File: src/rtl/matrix_scanner.sv
// matrix_scanner: column-multiplexed driver for a 5x7 active-low LED matrix.
// A valid/ready handshake fills a shadow buffer. The shadow is promoted to the
// displayed buffer only at a frame boundary, so a frame is never torn.
// A short blanking gap separates columns to suppress ghosting.
// Optional feature: define BLINK_EN to add a 'blink' input and BLINK_FRAMES parameter.
module matrix_scanner #(
  parameter int DATA_WIDTH    = 35,
  parameter int COLUNE_SIZE   = 7,
  parameter int TOTAL_COLUNES = 5,
  parameter int DIV_WIDTH     = 16,
  parameter int SCAN_DIV      = 50000,
`ifdef BLINK_EN
  parameter int BLINK_FRAMES  = 32,
`endif
  parameter int BLANK_CYCLES  = 2
) (
  input  logic                     clk,
  input  logic                     reset,
`ifdef BLINK_EN
  input  logic                     blink,
`endif
  input  logic [DATA_WIDTH-1:0]    frameIn,
  input  logic                     frame_valid,
  output logic                     frame_ready,
  output logic [TOTAL_COLUNES-1:0] colOut,
  output logic [COLUNE_SIZE-1:0]   rowOut,
  output logic                     frame_done
);

  localparam int COL_W = (TOTAL_COLUNES > 1) ? $clog2(TOTAL_COLUNES) : 1;
  localparam logic [DIV_WIDTH-1:0] SCAN_LAST  = DIV_WIDTH'(SCAN_DIV - 1);
  localparam logic [DIV_WIDTH-1:0] BLANK_LAST = DIV_WIDTH'(BLANK_CYCLES - 1);
  localparam logic [COL_W-1:0]     COL_LAST   = COL_W'(TOTAL_COLUNES - 1);

  typedef enum logic {
    BLANK = 1'b0,
    DRIVE = 1'b1
  } state_t;

  state_t                   state, state_next;
  logic [COL_W-1:0]         col, col_next;
  logic [DIV_WIDTH-1:0]     cnt, cnt_next;
  logic                     boundary;

  logic [DATA_WIDTH-1:0]    shadow;
  logic [DATA_WIDTH-1:0]    active;
  logic                     pending;
  logic                     wrapped;

  logic [COLUNE_SIZE-1:0]   slice;
  logic [TOTAL_COLUNES-1:0] col_onehot;
  logic                     display_on;

  // Scan state register: BLANK/DRIVE phase, current column and dwell counter
  always_ff @(posedge clk or posedge reset) begin
    if (reset) begin
      state <= BLANK;
      col   <= '0;
      cnt   <= '0;
    end else begin
      state <= state_next;
      col   <= col_next;
      cnt   <= cnt_next;
    end
  end

  // Next-state logic; the dwell counter restarts whenever the phase changes,
  // and leaving DRIVE on the last column marks the frame boundary
  always_comb begin
    state_next = state;
    col_next   = col;
    cnt_next   = cnt + 1'b1;
    boundary   = 1'b0;
    case (state)
      BLANK: begin
        if (cnt == BLANK_LAST) begin
          state_next = DRIVE;
          cnt_next   = '0;
        end
      end
      DRIVE: begin
        if (cnt == SCAN_LAST) begin
          state_next = BLANK;
          cnt_next   = '0;
          if (col == COL_LAST) begin
            col_next = '0;
            boundary = 1'b1;
          end else begin
            col_next = col + 1'b1;
          end
        end
      end
      default: begin
        state_next = BLANK;
        cnt_next   = '0;
      end
    endcase
  end

  // Double buffer: accept into the shadow when free, promote it only at a boundary.
  // A load landing on the boundary edge sees pending=0, so it waits a full frame.
  always_ff @(posedge clk or posedge reset) begin
    if (reset) begin
      shadow  <= '1;
      active  <= '1;
      pending <= 1'b0;
    end else begin
      if (boundary && pending) begin
        active  <= shadow;
        pending <= 1'b0;
      end
      if (frame_valid && !pending) begin
        shadow  <= frameIn;
        pending <= 1'b1;
      end
    end
  end

  assign frame_ready = ~pending;

`ifdef BLINK_EN
  localparam int BLINK_W = (BLINK_FRAMES > 1) ? $clog2(BLINK_FRAMES) : 1;
  localparam logic [BLINK_W-1:0] BLINK_LAST = BLINK_W'(BLINK_FRAMES - 1);

  logic [BLINK_W-1:0] blink_cnt;
  logic               phase_on;

  // Blink phase: flips every BLINK_FRAMES boundaries while blink is held high
  always_ff @(posedge clk or posedge reset) begin
    if (reset) begin
      blink_cnt <= '0;
      phase_on  <= 1'b1;
    end else if (!blink) begin
      blink_cnt <= '0;
      phase_on  <= 1'b1;
    end else if (boundary) begin
      if (blink_cnt == BLINK_LAST) begin
        blink_cnt <= '0;
        phase_on  <= ~phase_on;
      end else begin
        blink_cnt <= blink_cnt + 1'b1;
      end
    end
  end

  assign display_on = phase_on;
`else
  assign display_on = 1'b1;
`endif

  // Column slice of the displayed buffer and the one-hot column select
  always_comb begin
    slice      = '1;
    col_onehot = '0;
    for (int c = 0; c < TOTAL_COLUNES; c++) begin
      if (col == COL_W'(c)) begin
        slice         = active[c*COLUNE_SIZE +: COLUNE_SIZE];
        col_onehot[c] = 1'b1;
      end
    end
  end

  // Registered pin drivers; frame_done lags the boundary so it marks the
  // first cycle of the new frame
  always_ff @(posedge clk or posedge reset) begin
    if (reset) begin
      colOut     <= '0;
      rowOut     <= '1;
      wrapped    <= 1'b0;
      frame_done <= 1'b0;
    end else begin
      wrapped    <= boundary;
      frame_done <= wrapped;
      if (state == DRIVE) begin
        colOut <= col_onehot;
        rowOut <= display_on ? slice : '1;
      end else begin
        colOut <= '0;
        rowOut <= '1;
      end
    end
  end

endmodule
File: config.mk
export PLATFORM = sky130hd
export DESIGN_NAME = matrix_scanner
export DESIGN_NICKNAME = d
export VERILOG_FILES = /design/src/rtl/matrix_scanner.sv
export SDC_FILE = /design/constraint.sdc
export NUM_CORES = 1
export LEC_CHECK = 0
export CORE_AREA = 2 2 115 89
export DETAILED_ROUTE_END_ITERATION = 8
export DIE_AREA = 0 0 117 91
export PLACE_DENSITY = 0.71
export SLEW_MARGIN = 20
export SYNTH_ARGS = -nofsm -noshare
export SYNTH_HDL_FRONTEND = slang
export SYNTH_SLANG_ARGS = --single-unit
File: constraint.sdc
create_clock -name clk -period 9.2 [get_ports clk]
set_input_delay 0.92 -clock clk [delete_from_list [all_inputs] [get_ports clk]]
set_output_delay 0.92 -clock clk [all_outputs]
set_load 0.05 [all_outputs]
==> results.py <==
metrics = {
    "pwr": {
        "ir_worst_vdd_v": 0.0000950,
        "powerDensity_mw_per_mm2": 171,
        "p_total_mw": 0.949,
        "p_leak_nw": 2.30,
    },
    "logic_synthesis": {
        "synth_area_sq_mm": 0.00467,
        "synth_top_area_share_pct": 43.3,
        "yosys.area.top_type": "dfstp_2",
        "yosysWarnings": 0,
        "synth_cells": 330,
        "synth-seq-cells": 105,
        "netlist_top_cells_area": "dfstp_2 43%, dfrtp_1 15%, mux2_2 11%",
        "avgSynthCellArea_sq_um": 14.1,
        "synth_nets": 375,
        "seq_area_frac_synth_pct": 58.3,
        "synth_cell_type_count": 35,
    },
    "grt": {
        "track_usage_pct": 17.0,
        "grt_pass1_vias": 2727,
        "antenna_found_initial": 0,
        "overflow": 0,
        "grt_pass1_wl_um": 13600,
        "grt_max_degree": 75,
    },
    "cts": {
        "cts_root_buf": "clkbuf_16",
        "cts_buffers": 9,
        "cts_setup_buffers": 0,
        "cts.clk_slew.worst_paths_ns": 0.07,
        "clockBufferDepth": 2,
        "cts_tree": "built",
        "clock_sinks": 105,
        "cts_max_level": 3,
        "cts_hold_buf": 0,
        "cts.repair.resized": 0,
        "clock_latency_ns": 0.34,
    },
    "drt": {
        "dr.pass1.iters": 4,
        "routed_wl_um": 8250,
        "drc": 0,
        "drtIter0Drc": 98,
        "antenna_left": 0,
        "post_drt_wl_per_cell_um": 15.9,
        "vias_per_cell": 5.20,
        "vias": 2686,
    },
    "sta": {
        "rsz0062_at_grt": "no",
        "finalSetupViolations": 0,
        "hold_viol": 0,
        "tns_ns": 0,
        "maxSlewViolCount": 0,
        "relSlewSlack_pct": 31.8,
        "max_freq_ghz": 0.354,
        "worst_slew_pin_slew_ns": 1.02,
        "finalCriticalPeriod_ns": 2.82,
        "finalClockSkew_ns": 0.00580,
        "finalCritPeriodShare_pct": 30.7,
    },
    "floorplanning": {
        "die_w_um": 117,
        "die_area_sq_mm": 0.0106,
        "die_h_um": 91,
        "initial_core_util_pct": 49.1,
        "ioPinCount": 52,
        "std_cell_rows": 31,
        "core-area_sq_mm": 0.00950,
    },
    "worst_setup_path": {
        "startpoint_type": "register",
        "crit_fanout": 36,
        "worst_setup_path_end_kind": "register",
        "worstSetupPathType": "register to register",
        "cp.arrival_ns": 3.09,
        "required_ns": 9.47,
    },
    "status": {
        "status": "complete, no violations",
    },
    "placed_design": {
        "place_congestion": 0.782,
        "place_inst": 501,
        "dp_hpwl_um": 5680,
        "portBuffers": 51,
    },
    "cells_and_area": {
        "mostFrequentLayoutCells": "77 x dfstp_2, 51 x clkdlybuf4s50_1, 44 x mux2_2, 29 x mux2_4, 28 x dfrtp_1",
        "drive_above_1_share_pct": 44.9,
        "layout_commonest_cell": "dfstp_2",
        "area_growth_pct": 19.1,
        "layout.nets": 425,
        "final_cells": 517,
        "num_antenna_cells": 0,
    },
    "min_path": {
        "hold_class": "register to register",
    },
    "flow_run": {
        "cap_violations": 0,
    },
}
-- cell type report --
type | instances | area (sq um)
Clock inverter | 7 | 85.1
Fill cell | 779 | 3940
Clock buffer | 9 | 225
Multi-Input combinational cell | 195 | 1780
Timing Repair Buffer | 52 | 518
Sequential cell | 105 | 2720
Tap cell | 132 | 165
Inverter | 17 | 66.3
-- synth_stat cells --
cell	instances
nor2b_1	8
or2_0	1
dfrtp_1	28
o32ai_2	1
mux2_2	44
xnor2_1	7
nand4b_1	1
clkbuf_1	8
buf_6	2
nand2_1	12
nor4_1	4
nor3b_1	7
nor3_1	6
and3_2	1
or2_2	1
nand4_1	4
o21a_1	1
nand3_2	1
a221o_1	7
o311ai_0	7
buf_12	3
and2_1	2
and3_1	4
a21oi_1	7
mux2_4	29
dfstp_2	77
nor4_4	1
ha_1	7
inv_1	16
or4_4	1
xor2_1	7
nand3_1	6
nor2_1	16
o21ai_0	2
clkinv_1	1
-- logic make-up (layout without fill, tap and decap cells) --
kind of cell	after synthesis	in the layout	synth area share, %
simple gates	76	76	9.14
fa+ha+maj	7	7	1.88
buf+inv	30	85	3.78
flops	105	105	58.3
xor+xnor	14	14	2.63
mux	73	73	19.9
compound gates	25	25	4.29
-- registers in the layout, indices dropped and copies added (netlist names) --
signal      flops
cnt            16
colOut          5
col             3
rowOut          7
state           1
shadow         35
wrapped         1
frame_done      1
active         35
pending         1
-- critical path, stage by stage, from the launching register on --
cell	delay [ns]
dfrtp_1	0.43
inv_1	0.10
ha_1	0.28
and2_1	0.55
nand2_1	0.18
or4_4	0.74
mux2_4	0.40
-- worst paths after layout --
check                           startpoint          to  slack, ns  cells past startpoint
worst max-delay path                col[0]   active[1]       6.38                      6
worst min-delay path               wrapped  frame_done       0.36                      0
worst max register to register      col[0]   active[1]       6.38                      6
worst min register to register     wrapped  frame_done       0.36                      0
max in group asynchronous            reset     cnt[15]       7.10                      3
min in group asynchronous            reset   active[5]       1.19                      2
-- metal layers --
layer / up-vias / global-route usage (%) / share of wire, %
li1: 1256 / - / -
met1: 1356 / 23.6 / 48
met2: 61 / 25.4 / 46
met3: 13 / 6.01 / 4.8
met4: 0 / 4.71 / 1.3
met5: - / 0 / 0
-- per-stage QoR --
step / hold WS, ns / worst slack (ns) / utilization (%) / area, sq um
2_1_floorplan: 0.331 / 5.65 / - / 4670
3_3_place_gp: 0.333 / 6.46 / 55.2 / 5250
3_5_place_dp: 0.347 / 6.39 / 55.2 / 5250
4_1_cts: 0.363 / 6.40 / 58.5 / 5560
5_1_grt: 0.378 / 6.19 / 58.5 / 5560
6_report: 0.357 / 6.38 / 58.5 / 5560
-- power breakdown --
| group | internal (mW) | leakage (nW) | switching [mW] | total [mW] |
|---|---|---|---|---|
| sequential | 0.497 | 1.15 | 0.0116 | 0.509 |
| combinational | 0.0290 | 0.996 | 0.0157 | 0.0448 |
| clock | 0.235 | 0.150 | 0.160 | 0.396 |
| total | 0.762 | 2.30 | 0.188 | 0.949 |
Power figures use the tool's default switching activity.
